**config.mk**
```make
export PLATFORM = sky130hd
export DESIGN_NAME = hslp_pipe_mul
export DESIGN_NICKNAME = d
export VERILOG_FILES = /design/src/rtl/hslp_pipe_mul.sv
export SDC_FILE = /design/constraint.sdc
export NUM_CORES = 1
export LEC_CHECK = 0
export ABC_CLOCK_PERIOD_IN_PS = 4310
export CAP_MARGIN = 25
export CORE_ASPECT_RATIO = 0.7
export CORE_MARGIN = 5
export CORE_UTILIZATION = 52
export CTS_BUF_LIST = sky130_fd_sc_hd__clkbuf_4
export DETAILED_ROUTE_END_ITERATION = 16
export PLACE_DENSITY = 0.82
export SLEW_MARGIN = 20
export SYNTH_ARGS = -nofsm -noshare
export SYNTH_HDL_FRONTEND = slang
export SYNTH_SLANG_ARGS = --single-unit
export TNS_END_PERCENT = 20
```
**constraint.sdc**
```tcl
create_clock -name clk -period 4.31 [get_ports clk]
set_input_delay 1.293 -clock clk [delete_from_list [all_inputs] [get_ports clk]]
set_output_delay 1.293 -clock clk [all_outputs]
set_load 0.02 [all_outputs]
```
**src/rtl/hslp_pipe_mul.sv**
```systemverilog
// hslp_pipe_mul: three-stage unsigned multiplier built from four half-width
// quadrant products, each of which can be made approximate by clearing its
// low APPROX_BITS bits (per-beat mode select).
//
// Optional feature macro: HSLP_ERR_STAT_EN adds an exact product path and a
// saturating 32-bit accumulator of (exact - prod) over delivered results.
//
// Ports:
//   clk, rst       clock, synchronous active-high reset
//   in_valid/ready operand beat handshake (in_ready = advance, combinational)
//   a, b           WIDTH-bit unsigned operands
//   mode           per-quadrant approximate select [3]HH [2]HL [1]LH [0]LL
//   out_valid/ready result handshake
//   prod           2*WIDTH-bit result
//   err_clr        (HSLP_ERR_STAT_EN) clear accumulator, wins over handshake
//   err_acc        (HSLP_ERR_STAT_EN) accumulated error, saturating
module hslp_pipe_mul #(
  parameter int unsigned WIDTH       = 8,
  parameter int unsigned APPROX_BITS = 2
) (
  input  logic               clk,
  input  logic               rst,
  input  logic               in_valid,
  output logic               in_ready,
  input  logic [WIDTH-1:0]   a,
  input  logic [WIDTH-1:0]   b,
  input  logic [3:0]         mode,
  output logic               out_valid,
  input  logic               out_ready,
  output logic [2*WIDTH-1:0] prod
`ifdef HSLP_ERR_STAT_EN
  ,
  input  logic               err_clr,
  output logic [31:0]        err_acc
`endif
);

  localparam int unsigned HALF = WIDTH / 2;
  localparam int unsigned PW   = 2 * WIDTH;

  // Bits kept in an approximate quadrant product (low APPROX_BITS cleared).
  function automatic logic [WIDTH-1:0] keep_mask();
    logic [WIDTH-1:0] m;
    for (int unsigned i = 0; i < WIDTH; i++) begin
      m[i] = (i >= APPROX_BITS);
    end
    return m;
  endfunction

  localparam logic [WIDTH-1:0] KEEP = keep_mask();

  // Whole pipeline moves together unless the output is held.
  logic advance;
  assign advance  = !out_valid || out_ready;
  assign in_ready = advance;

  // Stage 1: operand capture.
  logic             v1;
  logic [WIDTH-1:0] a1, b1;
  logic [3:0]       m1;

  always_ff @(posedge clk) begin
    if (rst) begin
      v1 <= 1'b0;
      a1 <= '0;
      b1 <= '0;
      m1 <= '0;
    end else if (advance) begin
      v1 <= in_valid;
      a1 <= a;
      b1 <= b;
      m1 <= mode;
    end
  end

  // Quadrant products with optional low-bit truncation.
  logic [WIDTH-1:0] hh_c, hl_c, lh_c, ll_c;

  always_comb begin
    hh_c = WIDTH'(a1[WIDTH-1:HALF]) * WIDTH'(b1[WIDTH-1:HALF]);
    hl_c = WIDTH'(a1[WIDTH-1:HALF]) * WIDTH'(b1[HALF-1:0]);
    lh_c = WIDTH'(a1[HALF-1:0])     * WIDTH'(b1[WIDTH-1:HALF]);
    ll_c = WIDTH'(a1[HALF-1:0])     * WIDTH'(b1[HALF-1:0]);
    if (m1[3]) hh_c = hh_c & KEEP;
    if (m1[2]) hl_c = hl_c & KEEP;
    if (m1[1]) lh_c = lh_c & KEEP;
    if (m1[0]) ll_c = ll_c & KEEP;
  end

  // Stage 2: quadrant product registers.
  logic             v2;
  logic [WIDTH-1:0] hh2, hl2, lh2, ll2;

  always_ff @(posedge clk) begin
    if (rst) begin
      v2  <= 1'b0;
      hh2 <= '0;
      hl2 <= '0;
      lh2 <= '0;
      ll2 <= '0;
    end else if (advance) begin
      v2  <= v1;
      hh2 <= hh_c;
      hl2 <= hl_c;
      lh2 <= lh_c;
      ll2 <= ll_c;
    end
  end

  // Recombine at full 2*WIDTH precision; HL+LH needs the extra carry bit.
  logic [PW-1:0] sum_c;

  always_comb begin
    sum_c = (PW'(hh2) << WIDTH)
          + ((PW'(hl2) + PW'(lh2)) << HALF)
          + PW'(ll2);
  end

  // Stage 3: result register.
  always_ff @(posedge clk) begin
    if (rst) begin
      out_valid <= 1'b0;
      prod      <= '0;
    end else if (advance) begin
      out_valid <= v2;
      prod      <= sum_c;
    end
  end

`ifdef HSLP_ERR_STAT_EN
  // Exact product travels alongside the approximate one.
  localparam int unsigned SW = ((PW > 32) ? PW : 32) + 1;

  logic [PW-1:0] exact2, exact3;

  always_ff @(posedge clk) begin
    if (rst) begin
      exact2 <= '0;
      exact3 <= '0;
    end else if (advance) begin
      exact2 <= PW'(a1) * PW'(b1);
      exact3 <= exact2;
    end
  end

  // Approximation only clears bits, so exact >= prod always.
  logic [PW-1:0] diff_c;
  logic [SW-1:0] acc_sum_c;
  logic          acc_sat_c;

  always_comb begin
    diff_c    = exact3 - prod;
    acc_sum_c = SW'(err_acc) + SW'(diff_c);
    acc_sat_c = (acc_sum_c > SW'(32'hFFFF_FFFF));
  end

  always_ff @(posedge clk) begin
    if (rst) begin
      err_acc <= '0;
    end else if (err_clr) begin
      err_acc <= '0;
    end else if (out_valid && out_ready) begin
      err_acc <= acc_sat_c ? 32'hFFFF_FFFF : acc_sum_c[31:0];
    end
  end
`endif

endmodule

```
# [After elaboration in Yosys (flattened, before gate mapping)]
# Cells that the tools add are included.
[classes] n_addsub=3 multipliers=4 muxes=4 n_reduce_logical=2
[ops] operator="$mul 4x4->8" n=4
[ops] operator="$add 16x13->16" n=1
[ops] operator="$add 16x8->16" n=1
[ops] operator="$add 8x8->9" n=1
[ops] operator="$mux 2" n=4
[ops] operator="$logic_not 1->1" n=1
[ops] operator="$logic_or 1x1->1" n=1
[word_totals] ff_bits=71 input_bits=24 wordCells=24

# [Longest topological paths before layout]
# Gate-level depths: netlist of run 1.
[depth] ltp_word=3 ltp_mapped=14 mapped_depth_nobuf=14

# [Worst setup path before layout of run 1]
# Ideal clock, no wire load.
[synth_path] kind="in2out" start="input out_ready" end="output in_ready" arrival_time_ps=1966 required_time_ps=3017 path_slack_ps=1051 stages=4 path_buffers=2 path_cell_list="nor2b_1 -> inv_1 -> buf_2 -> buf_1"
[synth_between] elab_chain_len=1
[synth_rtl] element="from (decl)" line="29" text="input logic out_ready,"
[synth_rtl] element="$logic_or 1x1->1" line="54" text="assign advance = !out_valid || out_ready;"
[synth_rtl] element="to (decl)" line="24" text="output logic in_ready,"
# No other way between the ends.

# [Worst setup path in the final report of run 1]
# Ends and elaborated chain as after synthesis.

==> qor.yml, run 1 <==
relSlewSlack: 0.450
syn_inst: 606
grt_pass1_vias: 4357
leakage_nw: 2.60
min_path_type: "reg -> reg"
worstMarginPinSlew_ns: 0.825
clockBufferDepth: 2
antenna_found_initial: 0
outcome: "completed"
synth-edff-count: 0
drive_gt1_frac: 0.0376
synth_cell_types: 46
dr.pass1.iters: 4
place_congestion: 0.865
num_vias: 4256
max_freq_mhz: 265
worst_ir_drop_vdd_v: 0.000205
required_ns: 3.02
rsz0062_at_grt: "false"
syn_area_per_cell_um2: 8.16
fin_cells: 763
synthesis.area_mm2: 0.00495
mostFrequentLayoutCell: "nand2_1"
grt_pass1_wl_mm: 19.5
setup.worst_path.start_class: "input pin"
ys_ff_latch: 71
r2r-start: "a1[0]$_SDFFE_PP0P_"
detail_route.wl_per_cell_um: 14.7
n_fill_cell: 828
synthFlopType: "dfxtp_1"
viasPerCell: 5.58
drtIter0Drc: 218
maxCapViolCount: 0
clkSinkCount: 71
routed_wl_mm: 11.2
finalSetupViolCount: 0
synthArstFlopShare: 0
drc_errors: 0
path_clk_slew_ns: 0.11
fin_nets: 743
clk_latency_ns: 0.44
arrival_ns: 2.49
crit_start: "out_ready"
syn_nets: 715
grt_overflow: 0
setup_slack_ns: 0.531
powerDensity_mw_per_mm2: 256
final_hold_viol_count: 0
dieHeight_um: 91.6
cts_hold_buf: 0
fin_skew_ns: 0.00802
p_total_mw: 1.43
worstHoldPathCells: 2
cts_root_buffer: "clkbuf_4"
yosysSeqAreaShare: 0.287
areaGrowthSynthToFinish_pct: 12.9
pin_count: 42
fin_crit_sh: 0.877
initial_core_util: 0.539
htree_levels: 3
crit_path_end_kind: "output port"
gr-usage-all-layers: 0.203
place_hpwl_mm: 8.11
cp_max_fo: 2
dp.cells: 747
cts_tree: "done"
drv_slew: 0
cts_setup_buffers: 0
pre_cts_ws_ns: 0.526
rows: 29
cts_buffers: 9
finalSetupTns_ns: 0
drtAntennaViolNets: 0
cts_resized: 0
num_antenna_cells: 0
r2r_cells: 11
dieArea_mm2: 0.0116
core_mm2: 0.00918
worstSetupPathType: "in -> out"
ys.warnings.count: 0
period_minus_slack_ns: 3.78
portBuffers: 41
hp-start: "prod[4]$_SDFFE_PP0P_"
final_cell_mix: "nand2_1, a21oi_1, dfxtp_1"
grt_max_degree: 84
die_width_um: 127
through the flow:
stage	util	hold slack (ns)	area (µm²)
5_1_grt	0.609	0.484	5590
2_1_floorplan	-	0.432	4950
4_1_cts	0.609	0.468	5590
6_report	0.609	0.462	5590
3_5_place_dp	0.592	0.450	5430
3_3_place_gp	0.592	0.440	5430
flip-flops by register name (all words and copies together), names as in the netlist:
signal,count
prod,16
hl2,8
v1,1
m1,4
ll2,8
a1,8
b1,8
hh2,8
lh2,8
out_valid,1
v2,1
final cells by class:
type / instances / area, µm² / area share
clock buffers: 9 / 67.6 / 0.0121
repair buffers: 44 / 428 / 0.0766
multi-input cells: 474 / 3300 / 0.591
flip-flops and latches: 71 / 1420 / 0.254
clock inverters: 7 / 87.6 / 0.0157
well taps: 124 / 155 / 0.0278
inverters: 34 / 128 / 0.0228
power by group:
part | leakage (nW) | total, mW | switching, mW | internal [mW]
clock | 0.0786 | 0.482 | 0.252 | 0.230
combinational | 1.94 | 0.222 | 0.119 | 0.103
sequential | 0.581 | 0.725 | 0.0375 | 0.688
final timing paths:
kind	end	slack (ns)
max	in_ready	0.53
max reg2reg	ll2[6]$_SDFFE_PP0P_	1.24
min	prod[4]$_SDFFE_PP0P_	0.46
min reg2reg	prod[4]$_SDFFE_PP0P_	0.46
critical path, stage by stage:
cell             delay, ns
clkdlybuf4s50_1       0.50
nor2b_4               0.05
inv_2                 0.05
clkdlybuf4s50_1       0.59
per-layer routing:
metal	GRT usage	wire [µm]
met1	0.248	4990
met4	0.0580	177
met5	0	0
met3	0.0499	684
met2	0.355	5390
cell usage after synthesis, drive strengths merged, types with 2 or more instances:
cell	n	area, µm²
nand3b	4	30.0
a31oi	6	37.5
nor3	12	60.1
a311oi	2	17.5
buf	15	61.3
clkbuf	12	45.0
dfxtp	71	1420
o211ai	6	50.1
o21ai	22	110
nand4	2	12.5
o31ai	2	15.0
nor2	23	86.3
ha	67	838
nand4b	4	35.0
o21a	3	22.5
fa	18	360
inv	33	124
a21oi	72	364
nand3	6	30.0
xor2	9	78.8
nor4b	5	43.8
xnor2	10	87.6
and2	46	288
a21o	10	75.1
a211oi	10	80.1
nor2b	2	12.5
nand2	120	450
cells by family after synthesis:
family / count (synthesis) / synth area share
AOI/OAI and AO/OA: 141 / 0.170
xor gates and xnor gates: 19 / 0.0336
adders and majority gates: 85 / 0.242
buffers and inverters: 61 / 0.0473
DFF: 71 / 0.287
muxes: 1 / 0.00202
and+or+nand+nor: 228 / 0.217
(Power assumes the default switching activity.)
==> run 2, diff against run 1 <==
--- a/config.mk
+++ b/config.mk
@@ -12,7 +12,7 @@
 export CORE_UTILIZATION = 52
 export CTS_BUF_LIST = sky130_fd_sc_hd__clkbuf_4
 export DETAILED_ROUTE_END_ITERATION = 16
-export PLACE_DENSITY = 0.82
+export PLACE_DENSITY = 0.85
 export SLEW_MARGIN = 20
 export SYNTH_ARGS = -nofsm -noshare
 export SYNTH_HDL_FRONTEND = slang
==> run 2 against run 1 <==
  * Via count increased by 0.35%
  * Global-route usage increased by 0.60 points
  * Setup slack got worse by 0.0068 ns
  * First-iteration DRC count decreased by 11%
  * Clock-buffer cell count increased by 2
  * Core utilization decreased by 0.27 points
==> qor.yml, run 2 (synthesized netlist as in run 1, its figures left out) <==
portBuffers: 41
maxCapViolCount: 0
required_ns: 3.02
final_hold_viol_count: 0
htree_levels: 3
min_path_type: "reg -> reg"
cts_setup_buffers: 0
place_congestion: 0.893
placedInstanceArea_mm2: 0.00543
p_sw_frac: 0.289
drtIter0Drc: 194
gr-usage-all-layers: 0.209
cts_resized: 0
finalSetupTns_ns: 0
cts_buffers: 9
routed_wl_mm: 11.4
p_total_mw: 1.37
die_width_um: 127
relSlewSlack: 0.420
combPwrFrac: 0.162
dieArea_mm2: 0.0116
largest_reg_flops: 16
cp_max_fo: 2
setup.worst_path.start_class: "input pin"
powerDensity_mw_per_mm2: 247
core_mm2: 0.00918
clkSinkCount: 71
worst_ir_drop_vdd_v: 0.000186
fin_nets: 743
cts_root_buffer: "clkbuf_4"
grt_pass1_wl_mm: 20.0
areaGrowthSynthToFinish_pct: 12.4
seq_area_mm2: 0.00142
worstMarginPinSlew_ns: 0.870
dp.cells: 747
rsz0062_at_grt: "false"
clockBufferDepth: 2
grt_pass1_vias: 4484
p_int_mw: 0.975
clk_latency_ns: 0.44
fin_skew_ns: 0.0127
antenna_found_initial: 0
fin_util: 0.606
finalSetupViolCount: 0
crit_path_end_kind: "output port"
power.switching_mw: 0.397
max_flop_register: "prod"
pin_count: 42
n_fill_cell: 848
num_vias: 4271
rows: 29
p_seq_frac: 0.529
drtAntennaViolNets: 0
leakage_nw: 2.59
initial_core_util: 0.539
detail_route.wl_per_cell_um: 15.0
grt_overflow: 0
multi_input_area_mm2: 0.00330
fin_cells: 762
place_hpwl_mm: 8.21
drc_errors: 0
period_minus_slack_ns: 3.79
grt_max_degree: 84
viasPerCell: 5.60
cts_hold_buf: 0
drv_slew: 0
outcome: "completed"
cts_tree: "done"
drive_gt1_frac: 0.0408
dr.pass1.iters: 4
fin_area_mm2: 0.00556
fin_crit_sh: 0.878
arrival_ns: 2.49
num_antenna_cells: 0
dieHeight_um: 91.6
path_clk_slew_ns: 0.10
worstSetupPathType: "in -> out"
p_clk_frac: 0.309
mostFrequentLayoutCell: "nand2_1"
final_cell_mix: "nand2_1, a21oi_1, dfxtp_1"
max_freq_mhz: 264
==> run 2: routing by layer <==
metal  GRT usage  share of wire  vias up
met5           0              0        -
met4      0.0750          0.016        0
met3      0.0522          0.057       18
met2       0.365           0.49      100
met1       0.250           0.44     2025
li1            -              -     2128
==> run 2: power by group through the flow <==
stage / Clock, mW / Sequential [mW] / Combinational (mW)
final: 0.424 / 0.726 / 0.222
after global routing: 0.463 / 0.731 / 0.254
after CTS: 0.437 / 0.725 / 0.224
after detailed placement: 0 / 0.740 / 0.222
after global placement: 0 / 0.738 / 0.213
after floorplan: 0 / 0.733 / 0.146
==> run 2: critical path, cell delays in order <==
cell and delay (ns):
clkdlybuf4s50_1 0.51, nor2b_4 0.05, inv_2 0.05, clkdlybuf4s50_1 0.59
==> run 2: through the flow <==
stage | hold slack [ns] | setup slack, ns
finish | 0.459 | 0.524
global route | 0.480 | 0.504
CTS | 0.461 | 0.512
detailed placement | 0.448 | 0.516
global placement | 0.439 | 0.525
floorplan | 0.432 | 1.05
==> run 2: path summary, 6_finish.rpt <==
path / start / endpoint / slack (ns) / cells after the start
worst max-delay path: out_ready / in_ready / 0.52 / 4
worst min-delay path: prod[9]$_SDFFE_PP0P_ / prod[9]$_SDFFE_PP0P_ / 0.46 / 2
worst max register to register: hl2[0]$_SDFFE_PP0P_ / prod[15]$_SDFFE_PP0P_ / 1.21 / 13
worst min register to register: prod[9]$_SDFFE_PP0P_ / prod[9]$_SDFFE_PP0P_ / 0.46 / 2
==> run 2: final cells by class <==
class / count / area share
flip-flops and latches: 71 / 0.256
clock buffers: 11 / 0.0148
well taps: 124 / 0.0279
clock inverters: 4 / 0.00855
repair buffers: 44 / 0.0769
inverters: 34 / 0.0229
multi-input cells: 474 / 0.593
==> run 3, diff against run 2 <==
--- a/config.mk
+++ b/config.mk
@@ -11,6 +11,7 @@
 export CORE_MARGIN = 5
 export CORE_UTILIZATION = 52
 export CTS_BUF_LIST = sky130_fd_sc_hd__clkbuf_4
+export CTS_CLUSTER_DIAMETER = 30
 export DETAILED_ROUTE_END_ITERATION = 16
 export PLACE_DENSITY = 0.85
 export SLEW_MARGIN = 20
==> results of run 3 <==
Same layout as run 2: the final DEF is identical, and so are final timing and power.
